[src/rtl/wb_write_arbiter_pkg.sv]
// ============================================================================
//  Module   : wb_write_arbiter_pkg
//  Brief    : Shared widths, zero-register constant and queued-result record
//             for the register file writeback arbiter.
//  Revision : 1.0
// ============================================================================
`default_nettype none

package wb_write_arbiter_pkg;

   localparam int WB_AW = 5;
   localparam int WB_DW = 32;

   localparam logic [WB_AW-1:0] REG_ZERO = '0;

   typedef struct packed {
      logic              valid;
      logic              killed;
      logic [WB_AW-1:0]  addr;
      logic [WB_DW-1:0]  data;
   } wb_entry_t;

endpackage

`default_nettype wire

[src/rtl/wb_result_fifo.sv]
// ============================================================================
//  Module   : wb_result_fifo
//  Brief    : Queue of MDU results awaiting a register file write slot, with
//             per-entry kill-by-address for write-after-write ordering.
//  Revision : 1.0
// ============================================================================
`default_nettype none

module wb_result_fifo
   import wb_write_arbiter_pkg::*;
#(
   parameter int DEPTH = 4
)(
   input  logic                   clk,
   input  logic                   reset,
   input  logic                   push,
   input  wb_entry_t              push_entry,
   input  logic                   pop,
   input  logic                   kill_en,
   input  logic [WB_AW-1:0]       kill_addr,
   output wb_entry_t              head,
   output logic [DEPTH-1:0]       live,
   output logic [WB_AW-1:0]       slot_addr [DEPTH],
   output logic [$clog2(DEPTH):0] count,
   output logic                   full
);

   localparam int PW = $clog2(DEPTH);
   localparam logic [PW-1:0] c_ptr_one   = PW'(1);
   localparam logic [PW:0]   c_count_one = (PW+1)'(1);
   localparam logic [PW:0]   c_full      = (PW+1)'(DEPTH);

   wb_entry_t     r_slot [DEPTH];
   logic [PW-1:0] r_wr_ptr;
   logic [PW-1:0] r_rd_ptr;
   logic [PW:0]   r_count;

   // Kill is applied first so that a slot refilled this cycle starts clean.
   always_ff @(posedge clk or negedge reset) begin
      if (!reset) begin
         for (int i = 0; i < DEPTH; i++) begin
            r_slot[i] <= '0;
         end
      end else begin
         for (int i = 0; i < DEPTH; i++) begin
            if (kill_en && r_slot[i].valid && (r_slot[i].addr == kill_addr)) begin
               r_slot[i].killed <= 1'b1;
            end
            if (pop && (r_rd_ptr == PW'(i))) begin
               r_slot[i].valid <= 1'b0;
            end
            if (push && (r_wr_ptr == PW'(i))) begin
               r_slot[i] <= push_entry;
            end
         end
      end
   end

   always_ff @(posedge clk or negedge reset) begin
      if (!reset) begin
         r_wr_ptr <= '0;
         r_rd_ptr <= '0;
         r_count  <= '0;
      end else begin
         if (push) begin
            r_wr_ptr <= r_wr_ptr + c_ptr_one;
         end
         if (pop) begin
            r_rd_ptr <= r_rd_ptr + c_ptr_one;
         end
         case ({push, pop})
            2'b10:   r_count <= r_count + c_count_one;
            2'b01:   r_count <= r_count - c_count_one;
            default: r_count <= r_count;
         endcase
      end
   end

   generate
      for (genvar i = 0; i < DEPTH; i++) begin : g_view
         assign live[i]      = r_slot[i].valid && !r_slot[i].killed;
         assign slot_addr[i] = r_slot[i].addr;
      end
   endgenerate

   assign head  = r_slot[r_rd_ptr];
   assign count = r_count;
   assign full  = (r_count == c_full);

endmodule

`default_nettype wire

[src/rtl/wb_write_arbiter.sv]
// ============================================================================
//  Module   : wb_write_arbiter
//  Brief    : Sole register file write port driver; pipeline writeback has
//             absolute priority, queued MDU results fill idle write slots.
//  Revision : 1.0
// ============================================================================
`default_nettype none

module wb_write_arbiter
   import wb_write_arbiter_pkg::*;
#(
   parameter int DEPTH = 4,
   parameter int AW    = WB_AW,
   parameter int DW    = WB_DW
)(
   input  logic                   clk,
   input  logic                   reset,
   input  logic                   pipe_wr,
   input  logic [AW-1:0]          pipe_addr,
   input  logic [DW-1:0]          pipe_data,
   input  logic                   mdu_valid,
   output logic                   mdu_ready,
   input  logic [AW-1:0]          mdu_addr,
   input  logic [DW-1:0]          mdu_data,
   input  logic [AW-1:0]          chk_addr1,
   input  logic [AW-1:0]          chk_addr2,
   output logic                   busy1,
   output logic                   busy2,
   output logic [$clog2(DEPTH):0] mdu_count,
   output logic                   rf_wr,
   output logic [AW-1:0]          rf_addr,
   output logic [DW-1:0]          rf_data
);

   logic             w_pipe_eff;
   logic             w_push;
   logic             w_pop;
   logic             w_full;
   logic             w_head_live;
   wb_entry_t        w_head;
   wb_entry_t        w_push_entry;
   logic [DEPTH-1:0] w_live;
   logic [AW-1:0]    w_slot_addr [DEPTH];
   logic [DEPTH-1:0] w_hit1;
   logic [DEPTH-1:0] w_hit2;

   logic             r_rf_wr;
   logic [AW-1:0]    r_rf_addr;
   logic [DW-1:0]    r_rf_data;

   assign w_pipe_eff = pipe_wr && (pipe_addr != REG_ZERO);
   assign mdu_ready  = !w_full;

   // A result racing a same-cycle pipeline write to its register is already stale.
   assign w_push = mdu_valid && mdu_ready && (mdu_addr != REG_ZERO)
                   && !(w_pipe_eff && (mdu_addr == pipe_addr));

   assign w_push_entry = '{valid: 1'b1, killed: 1'b0, addr: mdu_addr, data: mdu_data};

   assign w_head_live = w_head.valid && !w_head.killed;
   assign w_pop       = w_head.valid && (w_head.killed || !w_pipe_eff);

   wb_result_fifo #(
      .DEPTH      (DEPTH)
   ) u_fifo (
      .clk        (clk),
      .reset      (reset),
      .push       (w_push),
      .push_entry (w_push_entry),
      .pop        (w_pop),
      .kill_en    (w_pipe_eff),
      .kill_addr  (pipe_addr),
      .head       (w_head),
      .live       (w_live),
      .slot_addr  (w_slot_addr),
      .count      (mdu_count),
      .full       (w_full)
   );

   generate
      for (genvar i = 0; i < DEPTH; i++) begin : g_busy
         assign w_hit1[i] = w_live[i] && (w_slot_addr[i] == chk_addr1);
         assign w_hit2[i] = w_live[i] && (w_slot_addr[i] == chk_addr2);
      end
   endgenerate

   assign busy1 = (|w_hit1) && (chk_addr1 != REG_ZERO);
   assign busy2 = (|w_hit2) && (chk_addr2 != REG_ZERO);

   always_ff @(posedge clk or negedge reset) begin
      if (!reset) begin
         r_rf_wr   <= 1'b0;
         r_rf_addr <= '0;
         r_rf_data <= '0;
      end else begin
         r_rf_wr <= w_pipe_eff || w_head_live;
         if (w_pipe_eff) begin
            r_rf_addr <= pipe_addr;
            r_rf_data <= pipe_data;
         end else if (w_head_live) begin
            r_rf_addr <= w_head.addr;
            r_rf_data <= w_head.data;
         end
      end
   end

   assign rf_wr   = r_rf_wr;
   assign rf_addr = r_rf_addr;
   assign rf_data = r_rf_data;

endmodule

`default_nettype wire

[config.mk]
export PLATFORM = sky130hd
export DESIGN_NAME = wb_write_arbiter
export DESIGN_NICKNAME = d
export VERILOG_FILES = /design/src/rtl/wb_write_arbiter_pkg.sv /design/src/rtl/wb_result_fifo.sv /design/src/rtl/wb_write_arbiter.sv
export SDC_FILE = /design/constraint.sdc
export NUM_CORES = 1
export LEC_CHECK = 0
export CORE_MARGIN = 2
export CORE_UTILIZATION = 60
export DETAILED_ROUTE_END_ITERATION = 6
export DONT_BUFFER_PORTS = 1
export GPL_TIMING_DRIVEN = 0
export MAX_ROUTING_LAYER = met4
export PLACE_DENSITY = 0.73
export SLEW_MARGIN = 10
export SYNTH_ARGS = -nofsm -noshare
export SYNTH_HDL_FRONTEND = slang
export SYNTH_HIERARCHICAL = 1
export SYNTH_SLANG_ARGS = --single-unit
[constraint.sdc]
create_clock -name clk -period 2.7 [get_ports clk]
set_input_delay 0.405 -clock clk [delete_from_list [all_inputs] [get_ports clk]]
set_output_delay 0.405 -clock clk [all_outputs]
set_load 0.02 [all_outputs]
Word-level counts from Yosys, hierarchy flattened
Cells that the tools add are included.
{ "classes": {"n_addsub": 4, "multipliers": 0, "div": 0, "n_lt_le_gt_ge": 1, "n_eq_ne": 22, "shift": 0, "mux": 20, "n_bitwise": 1, "reduce_logical": 65} }
{ "op_table": {"columns": ["op", "n"], "rows": [
  ["$mux 39", 6],
  ["$bmux 39 s2", 1],
  ["$eq 5x5->1", 13],
  ["$mux 32", 2],
  ["$logic_and 1x1->1", 37],
  ["$reduce_bool 2->1", 10],
  ["$reduce_bool 5->1", 4],
  ["$eq 2x2->1 const B", 5],
  ["$mux 5", 2],
  ["$logic_not 1->1", 8],
  ["$mux 1", 8],
  ["$reduce_or 4->1", 2],
  ["$eq 2x1->1 const B", 3],
  ["$pmux 3 s2", 1],
  ["$add 2x1->2 const B", 2],
  ["$logic_not 2->1", 2],
  ["$add 3x1->3 const B", 1],
  ["$eq 3x3->1 const B", 1],
  ["$ge 3x3->1 const B", 1],
  ["$not 2->3", 1],
  ["$sub 3x1->3 const B", 1],
  ["$logic_or 1x1->1", 2]
]} }
{ "totals": {"register_bits": 201, "latchBits": 0, "ramBits": 0, "romBits": 0, "input_bits": 88, "out_inout_bits": 44, "elab_cells": 135, "mem_count": 0} }

Logic depth before layout (Yosys ltp)
Gate-level depths: netlist of the first run.
{ "depth": {"word_depth": 9, "mapped_depth": 12, "depth_no_buf": 11} }

Modules after synthesis
The synthesis of the first run kept the hierarchy.
{ "by_module_without_submodules": {"columns": ["module", "instances", "cells_each", "area_each_um2"], "rows": [
  ["wb_result_fifo", 1, 489, 8015.2],
  ["wb_write_arbiter", 1, 251, 2369.8]
]} }

Worst setup path before layout of the first run
OpenSTA, ideal clock, no wires.
{ "synth_path": {"path_kind": "input to register", "start": "in pipe_addr[1]", "end": "reg u_fifo.r_count[2] (netlist: u_fifo/count[2])", "setup_ns": 0.131, "t_arrival_ns": 2.700, "required_time_ns": 2.569, "slack_ns": -0.131, "cell_stages": 12, "n_path_buf": 1, "cell_sequence": "or4_1 > o21ai_2 > nor4_1 > nand3_1 > o2111a_1 > buf_6 > inv_1 > ha_1 > fa_1 > xnor2_1 > nor2_1 > xor2_1"} }
{ "synth_via": {"elab_chain_len": 7, "word_cells_on_any_way": 13, "classes_between": "3 x eq/ne; 1 x mux; 9 x reduce/logical"} }
{ "synth_rtl": {"columns": ["element", "line_no", "source"], "rows": [
  ["from (decl)", "wb_write_arbiter.sv:19", "input logic [AW-1:0] pipe_addr,"],
  ["$reduce_bool 5->1", "wb_write_arbiter.sv:51", "assign w_pipe_eff = pipe_wr && (pipe_addr != REG_ZERO);"],
  ["$logic_and 1x1->1", "wb_write_arbiter.sv:51", null],
  ["$logic_and 1x1->1 (*)", "wb_write_arbiter.sv:56", "&& !(w_pipe_eff && (mdu_addr == pipe_addr));"],
  ["$logic_not 1->1 (*)", "wb_write_arbiter.sv:56", null],
  ["$logic_and 1x1->1 (*)", "wb_write_arbiter.sv:56", null],
  ["via w_push", "wb_write_arbiter.sv:36", "logic w_push;"],
  ["$eq 2x1->1 / $eq 2x2->1 (equally long branches)", "wb_result_fifo.sv:71", "case ({push, pop})"],
  ["$pmux 3 s2 / $reduce_bool 2->1 (equally long branches)", null, null],
  ["to (signal assigned)", "wb_result_fifo.sv:72", "2'b10: r_count <= r_count + c_count_one;"],
  ["to (signal assigned)", "wb_result_fifo.sv:73", "2'b01: r_count <= r_count - c_count_one;"],
  ["to (signal assigned)", "wb_result_fifo.sv:74", "default: r_count <= r_count;"],
  ["to (decl)", "wb_result_fifo.sv:36", "logic [PW:0] r_count;"]
]} }
Mark *: on every way through the listed nets, which the timed path passes. The rest lies on a longest branch.
A chain may end at the register's enable or synchronous reset.

==> flow_summary.json, run 1 <==
{
  "p_clk_share_pct": 20.2,
  "ys_warn_count": 6,
  "skew_ns": 0.0171,
  "clock-root-buffer": "clkbuf_16",
  "synth_seq_cells": 201,
  "worst_setup_path_end_kind": "flip-flop",
  "powerDensity_nw_per_um2": 1320,
  "drt_iter0_markers": 384,
  "path_clk_slew_ns": 0.06,
  "gp_congestion": 0.888,
  "p_sw_w": 0.00500,
  "routedWlPerCell_um": 23.1,
  "drc": 0,
  "clock_latency_ns": 0.51,
  "synth_top_cell_by_area": "dfrtp_1",
  "finalSetupTns_ns": 0,
  "r2r-end": "u_fifo/count[2]",
  "core-area_um2": 17100,
  "slew_headroom_pct": 46.7,
  "rsz0062_at_grt": "false",
  "antenna_found_initial": 0,
  "synth_area_leaders": "dfrtp_1, mux2_4, mux4_2",
  "peakVddDrop_v": 0.000719,
  "start_util_pct": 60.7,
  "synthFlopType": "dfrtp_1",
  "gr-total-overflow": 0,
  "crit_arrival_ns": 2.97,
  "reg2reg_setup_slack_ns": 0.1,
  "hold_viol_final": 201,
  "endpoint": "u_fifo/count[2]",
  "routed_wl_um": 23300,
  "num_rows": 48,
  "worst_pin_slew_ns": 0.799,
  "seq_area_frac_synth_pct": 48.4,
  "first_pass_iters": 5,
  "synthCells": 740,
  "ios": 132,
  "required_ns": 3.07,
  "ys_top_cells_by_count": "dfrtp_1, mux2_2, mux2_4, mux2i_1, mux4_2",
  "vias": 6032,
  "synth_edf_count": 0,
  "reg2reg_depth": 9,
  "numCtsBuffers": 22,
  "slew_violations": 0,
  "switching_share_pct": 33.2,
  "synth_cell_types": 36,
  "area_growth_pct": 10.3,
  "viasPerCell": 5.97,
  "hpwl_um": 15800,
  "netlist_area_um2": 10400,
  "setup_viol": 0,
  "worstPathMaxFanout": 10,
  "crit_start": "u_fifo/r_rd_ptr[0]",
  "violations": "negative hold slack",
  "h-tree-depth": 1,
  "synthMostInstantiatedCell": "dfrtp_1",
  "final_nets": 868,
  "crit_type": "reg2reg",
  "holdWs_ns": -0.394,
  "grt.total_usage_pct": 26.9,
  "clock_sinks": 201,
  "max_cap_violations": 0,
  "fin_crit_sh_pct": 96.3,
  "drive_above_1_share_pct": 36.7,
  "fmax_mhz": 384,
  "yosysTopAreaCellShare_pct": 48.4,
  "pwr-share-comb_pct": 40.9,
  "min_period_ns": 2.60,
  "power.internal_w": 0.0101,
  "first_global_vias": 6532,
  "die_area_um2": 18400,
  "diodes": 0,
  "place_area_um2": 10700,
  "grt_pass1_wl_um": 36600,
  "status": "finished, violations left",
  "cts_tree": "done",
  "r2r_start": "u_fifo/r_rd_ptr[0]",
  "die_w_um": 136,
  "post_cts_buffers": 0,
  "ant_nets": 0,
  "grt_max_degree": 202,
  "p_seq_share_pct": 38.9,
  "worstSetupStartpointType": "flip-flop",
  "synthArstFlopShare_pct": 100,
  "fp.dieH_um": 136,
  "syn_area_per_cell_um2": 14.0,
  "clk_path_buf_depth": 3,
  "final_cell_area_um2": 11500,
  "min_path_type": "in2async",
  "port_buffers": 0,
  "leakagePower_nw": 5.29
}
-- power groups by stage --
| stage | Sequential (W) | Clock [W] | Combinational, W |
|---|---|---|---|
| 3_3_place_gp | 0.00574 | 0 | 0.00601 |
| 5_1_grt | 0.00604 | 0.00322 | 0.00661 |
| 2_1_floorplan | 0.00550 | 0 | 0.00518 |
| 3_5_place_dp | 0.00589 | 0 | 0.00617 |
| 4_1_cts | 0.00585 | 0.00309 | 0.00620 |
| 6_report | 0.00586 | 0.00304 | 0.00617 |
-- how the worst min path moves through the flow --
| stage | startpoint | end | slack, ns | cells after the start |
|---|---|---|---|---|
| 2_1_floorplan | reset | rf_addr[0] | 0.11 | 0 |
| 3_3_place_gp | reset | u_fifo/r_slot[64] | 0.12 | 0 |
| 3_5_place_dp | reset | u_fifo/r_slot[103] | 0.12 | 0 |
| 4_1_cts | reset | u_fifo/r_slot[15] | -0.41 | 0 |
| 5_1_grt | reset | u_fifo/r_slot[22] | -0.41 | 0 |
| 6_report | reset | u_fifo/r_slot[22] | -0.39 | 0 |
-- through the flow --
step / instances / hold slack [ns] / setup WS, ns / power (W) / utilization [%]
2_1_floorplan: 746 / 0.109 / 0.00430 / 0.0107 / -
6_report: 1010 / -0.394 / 0.0992 / 0.0151 / 66.9
5_1_grt: 1010 / -0.407 / 0.0104 / 0.0159 / 66.9
4_1_cts: 1010 / -0.411 / 0.0346 / 0.0151 / 66.9
3_3_place_gp: 971 / 0.116 / -0.328 / 0.0118 / 62.5
3_5_place_dp: 971 / 0.115 / -0.370 / 0.0121 / 62.5
-- worst max-delay path: stages (launching register included) --
cell,delay (ns)
dfrtp_1,0.40
buf_6,0.16
buf_6,0.21
mux4_2,0.54
o21a_1,0.24
ha_2,0.23
fa_2,0.35
xnor2_1,0.16
nor2_1,0.06
xor2_1,0.14
-- routing by layer --
metal	routed length [um]	GRT usage (%)	vias to the layer above
li1	-	-	2672
met5	0	-	-
met4	393	6.66	0
met3	1300	4.19	34
met2	11500	43.0	177
met1	10100	36.5	3149
-- cells in the final DEF (no fill, tap or decap), drive strengths merged --
cell / synthesis / final
a21oi: 33 / 33
buf: 59 / 57
bufinv: 0 / 2
clkbuf: 14 / 47
clkinv: 0 / 6
conb: 2 / 8
dfrtp: 201 / 201
fa: 1 / 1
ha: 9 / 9
inv: 7 / 7
mux2: 149 / 149
mux2i: 40 / 40
mux4: 39 / 39
nand2: 20 / 20
nand2b: 1 / 1
nand3: 17 / 17
nand4: 10 / 10
nor2: 34 / 34
nor2b: 4 / 4
nor3b: 1 / 1
nor4: 9 / 9
o2111a: 1 / 1
o21a: 3 / 3
o21ai: 12 / 12
or4: 4 / 4
xnor2: 32 / 32
xor2: 38 / 38
-- cells by family (layout without fill, tap and decap cells) --
kind of cell | Yosys count | in the layout | share of synthesized area (%)
xor+xnor | 70 | 70 | 5.90
mux | 228 | 228 | 31.1
buf+inv | 80 | 119 | 5.72
simple gates | 100 | 100 | 4.92
fa+ha+maj | 10 | 10 | 1.28
compound gates | 49 | 49 | 2.53
other cells | 2 | 8 | 0.0723
flops | 201 | 201 | 48.4
-- what timing repair did --
item / in CTS / in global routing
hold endpoints to repair: 201 / 201
setup endpoints to repair: 0 / 18
resized for setup: 0 / 2
-- registers in the layout (all words and copies together) (netlist names) --
name              flops
rf_addr               5
u_fifo/count          3
rf_data              32
u_fifo/slot_addr     20
u_fifo/r_rd_ptr       2
rf_wr                 1
u_fifo/r_slot       136
u_fifo/r_wr_ptr       2
-- layout make-up --
type	instances	area, um2
multi-input combinational	465	4800
buffer	73	573
tap	225	282
fill	1247	5660
clock buffer	31	644
sequential	201	5030
clock inverter	8	101
inverter	7	26.3
(Power assumes the default switching activity.)
==> inputs of run 2 (changes only) <==
CTS_BUF_LIST = sky130_fd_sc_hd__clkbuf_2   (was unset)
==> run 2 against run 1 <==
Net effect: the flow still finishes with violations (negative hold slack); worst setup slack lost 0.046 ns; total power down 5.9%; maximum frequency decreased by 1.8%; final area is 4.2% higher; worst hold slack lost 0.27 ns; critical endpoint is now busy2; largest cell class unchanged.
==> flow_summary.json, run 2 (synthesis gave the netlist of run 1 again) <==
{
  "r2r_start": "u_fifo/r_rd_ptr[0]",
  "fmax_mhz": 378,
  "cpPeakStageDelay_ns": 0.45,
  "start_util_pct": 60.7,
  "grt_pass1_wl_um": 39000,
  "grt.total_usage_pct": 28.7,
  "antenna_found_initial": 2,
  "cp_cell_sequence": "buf_4, xor2_1, nor4_1, nand3_1, nand4_1, o21a_2",
  "drt_iter0_markers": 295,
  "final_cell_mix": "dfrtp_1, dlygate4sd3_1, clkbuf_2, mux2_2, mux2_4",
  "gp_congestion": 0.888,
  "hold_viol_final": 201,
  "drive_above_1_share_pct": 37.4,
  "slowest_stage": "dfrtp_2",
  "hpwl_um": 15800,
  "largest_reg_flops": 136,
  "gr-total-overflow": 0,
  "setup_viol": 0,
  "numCtsBuffers": 52,
  "area_growth_pct": 15.0,
  "status": "finished, violations left",
  "h-tree-depth": 2,
  "fin_crit_sh_pct": 98.0,
  "required_ns": 2.30,
  "ios": 132,
  "cts_tree": "done",
  "viasPerCell": 5.77,
  "routed_wl_um": 24900,
  "fp.dieH_um": 136,
  "worst_setup_path_end_kind": "primary output",
  "die_w_um": 136,
  "core-area_um2": 17100,
  "crit_type": "reg2out",
  "ant_nets": 0,
  "violations": "negative hold slack",
  "crit_start": "u_fifo/slot_addr[8]",
  "num_rows": 48,
  "min_path_type": "in2async",
  "drc": 0,
  "first_global_vias": 7345,
  "clock-root-buffer": "clkbuf_2",
  "max_cap_violations": 0,
  "skew_ns": 0.0297,
  "min_period_ns": 2.65,
  "powerDensity_nw_per_um2": 1190,
  "worstPathMaxFanout": 4,
  "path_clk_slew_ns": 0.09,
  "grt_max_degree": 202,
  "die_area_um2": 18400,
  "routedWlPerCell_um": 21.9,
  "clock_latency_ns": 0.77,
  "final_nets": 978,
  "peakVddDrop_v": 0.000716,
  "vias": 6548,
  "crit_arrival_ns": 2.24,
  "finalSetupTns_ns": 0,
  "regMostFlops": "u_fifo/r_slot",
  "port_buffers": 0,
  "slew_violations": 0,
  "leakagePower_nw": 5.58,
  "first_pass_iters": 4,
  "clk_path_buf_depth": 3,
  "clock_sinks": 201,
  "holdWs_ns": -0.666,
  "cts_hold_buffers": 77,
  "final_common_cell": "dfrtp_1",
  "rsz0062_at_grt": "true",
  "worstSetupStartpointType": "flip-flop"
}
[run 2: cell count changes in the layout (fill, tap and decap cells not counted), moves of 6 or more]
cell	change
clkbuf_2	+75
clkbuf_8	-6
clkbuf_16	-22
dlygate4sd3_1	+77
[run 2: path summary, 6_finish.rpt]
path | to | slack, ns | depth (start not counted)
min reg2reg | u_fifo/r_slot[120] | 0.51 | 1
min in group clk | u_fifo/r_slot[115] | 0.13 | 4
max | busy2 | 0.05 | 6
max reg2reg | u_fifo/count[2] | 0.07 | 9
min | u_fifo/r_slot[100] | -0.67 | 0
max in group asynchronous | u_fifo/slot_addr[8] | 2.97 | 0
[run 2: stage by stage]
step | cells | setup WS, ns | total power (W) | util, % | cell area [um2]
after detailed placement | 971 | -0.370 | 0.0121 | 62.5 | 10700
final | 1135 | 0.0528 | 0.0142 | 69.8 | 11900
after floorplan | 746 | 0.00430 | 0.0107 | - | 10400
after CTS | 1138 | -0.00749 | 0.0143 | 69.8 | 11900
after global routing | 1135 | -0.0579 | 0.0150 | 69.8 | 11900
after global placement | 971 | -0.328 | 0.0118 | 62.5 | 10700
[run 2: routing by layer]
metal / vias to the layer above / share of wire (%) / track usage (%) / wire length (um)
met2: 191 / 51 / 46.6 / 12700
met5: - / 0 / - / 0
met4: 0 / 2.3 / 10.2 / 567
met1: 3405 / 42 / 36.2 / 10400
met3: 49 / 5.1 / 5.91 / 1270
li1: 2903 / - / - / -
[run 2: layout make-up]
type | count | area (um2)
Buffer | 59 | 487
Multi-Input combinational cell | 465 | 4800
Clock inverter | 8 | 36.3
Antenna cell | 2 | 5.00
Sequential cell | 201 | 5040
Fill cell | 1245 | 5170
Timing Repair Buffer | 94 | 898
Clock buffer | 74 | 370
Inverter | 7 | 26.3
Tap cell | 225 | 282
[run 2: timing repair]
action	CTS	global route
endpoints found under the setup margin	4	16
hold endpoints to repair	387	201
resized for setup	4	13
setup buffers	8	9
pin swaps	3	18
[run 2: power by group]
part | leakage, nW | switching (W) | internal [W]
Sequential | 2.36 | 0.00138 | 0.00450
Clock | 0.328 | 0.00119 | 0.000724
Combinational | 2.89 | 0.00256 | 0.00385
[run 2: critical path, delay by kind of cell (launching register included)]
kind	cells	cell delay, ns
buf+inv	1	0.15
xor+xnor	1	0.17
flops	1	0.45
compound gates	1	0.21
simple gates	3	0.50
==> inputs of run 3 (changes only) <==
CORE_ASPECT_RATIO = 2   (was unset)
==> run 3 against run 2 <==
Net effect: the run still ends with negative hold slack left; clock power down 6%; critical path type unchanged; flip-flop and latch count stayed put; die area increased by 0.35%; first-iteration DRC count shrank 6.1%; critical endpoint unchanged.
==> flow_summary.json, run 3 (synthesis gave the netlist of run 1 again) <==
{
  "status": "finished, violations left",
  "violations": "negative hold slack",
  "fp.dieH_um": 190,
  "ant_nets": 0,
  "required_ns": 2.30,
  "final_nets": 981,
  "dpl.cell_count": 956,
  "cts_hold_buffers": 75,
  "final_cell_mix": "dfrtp_1, dlygate4sd3_1, mux2_2",
  "antenna_found_initial": 1,
  "first_global_vias": 7059,
  "finalPower_w": 0.0141,
  "largest_reg_flops": 136,
  "reg2reg_depth": 9,
  "finalSetupTns_ns": 0,
  "leakagePower_nw": 5.60,
  "crit_arrival_ns": 2.19,
  "area_growth_pct": 15.2,
  "max_cap_violations": 0,
  "holdWs_ns": -0.629,
  "path_delay_family": "simple AND/OR/NAND/NOR gates",
  "grt.total_usage_pct": 26.5,
  "first_pass_iters": 4,
  "ios": 132,
  "viasPerCell": 5.77,
  "core-area_um2": 17100,
  "finalNonFillerCells": 1124,
  "drt_iter0_markers": 277,
  "die_w_um": 97.0,
  "min_path_type": "in2async",
  "routedWlPerCell_um": 20.8,
  "clock-root-buffer": "clkbuf_2",
  "num_rows": 68,
  "clock_sinks": 201,
  "r2r-end": "u_fifo/count[2]",
  "numCtsBuffers": 45,
  "port_buffers": 0,
  "crit_type": "reg2out",
  "vias": 6485,
  "min_period_ns": 2.60,
  "drive_above_1_share_pct": 38.0,
  "clk_path_buf_depth": 3,
  "hpwl_um": 14900,
  "h-tree-depth": 2,
  "slowest_stage": "dfrtp_1",
  "slew_violations": 0,
  "final_common_cell": "dfrtp_1",
  "reg2reg_setup_slack_ns": 0.15,
  "cts_tree": "done",
  "critPathBufInv": 1,
  "path_clk_slew_ns": 0.12,
  "clock_latency_ns": 0.74,
  "drc": 0,
  "skew_ns": 0.0332,
  "gr-total-overflow": 0,
  "routed_wl_um": 23400,
  "start_util_pct": 60.7,
  "r2r_start": "u_fifo/r_rd_ptr[0]",
  "fin_crit_sh_pct": 96.1,
  "hold_viol_final": 201,
  "grt_pass1_wl_um": 37600,
  "worst_setup_path_end_kind": "primary output",
  "gp_congestion": 0.910,
  "cp_cell_sequence": "buf_4, xor2_1, nor4_1, nand3_1, nand4_1, o21a_2",
  "peakVddDrop_v": 0.000674,
  "worstSetupStartpointType": "flip-flop",
  "regMostFlops": "u_fifo/r_slot",
  "fmax_mhz": 385,
  "powerDensity_nw_per_um2": 1180,
  "worstPathMaxFanout": 3,
  "setup_viol": 0,
  "cpPeakStageDelay_ns": 0.43,
  "die_area_um2": 18400,
  "grt_max_degree": 202
}
-- run 3: cell types whose count changed in the layout (fill, tap and decap cells not counted), sizes merged --
cell	before	now
clkbuf	90	83
dlygate4sd3	77	75
buf	60	72
clkinv	6	9
inv	9	8
diode	2	1
-- run 3: stage by stage --
| stage | worst slack, ns | util, % | hold WS (ns) | area (um2) |
|---|---|---|---|---|
| after CTS | -0.0242 | 69.2 | -0.724 | 11800 |
| after global placement | -0.470 | 62.5 | 0.114 | 10700 |
| after floorplan | 0.00430 | - | 0.109 | 10400 |
| final | 0.104 | 69.9 | -0.629 | 12000 |
| after detailed placement | -0.452 | 62.5 | 0.116 | 10700 |
| after global routing | -0.0184 | 69.9 | -0.738 | 12000 |
-- run 3: how the worst max path moves through the flow --
stage,slack [ns],cells after the start,startpoint,to
after floorplan,0.004,12,pipe_addr[1],u_fifo/count[2]
after global placement,-0.47,12,pipe_addr[1],u_fifo/count[2]
after detailed placement,-0.45,12,pipe_addr[1],u_fifo/count[2]
after CTS,-0.02,6,u_fifo/slot_addr[5],busy1
after global routing,-0.02,6,u_fifo/slot_addr[14],busy2
final,0.10,6,u_fifo/slot_addr[3],busy2
-- run 3: where the power goes --
group	switching, W	internal (W)	total [W]
clock network	0.00116	0.000652	0.00181
registers	0.00131	0.00449	0.00580
logic	0.00254	0.00393	0.00647
total	0.00501	0.00908	0.0141
-- run 3: layout make-up --
type	count	area (um2)
Antenna cell	1	2.50
Timing Repair Buffer	96	908
Inverter	7	26.3
Multi-Input combinational cell	465	4810
Buffer	67	536
Fill cell	1207	5140
Clock buffer	67	335
Clock inverter	10	38.8
Sequential cell	201	5040
Tap cell	210	263
-- run 3: metal layers --
| layer | wire [um] | vias to the layer above | part of all wire [%] | global-route usage (%) |
|---|---|---|---|---|
| met2 | 12200 | 192 | 52 | 43.8 |
| met3 | 1080 | 41 | 4.6 | 4.26 |
| li1 | - | 2913 | - | - |
| met5 | 0 | - | 0 | - |
| met4 | 646 | 0 | 2.8 | 10.4 |
| met1 | 9410 | 3339 | 40 | 32.9 |
-- run 3: timing repair --
item,in CTS,in global routing
endpoints found under the setup margin,11,14
pin swaps,3,13
endpoints found under the hold margin,386,201
gates resized for setup,6,10
setup buffers,1,20
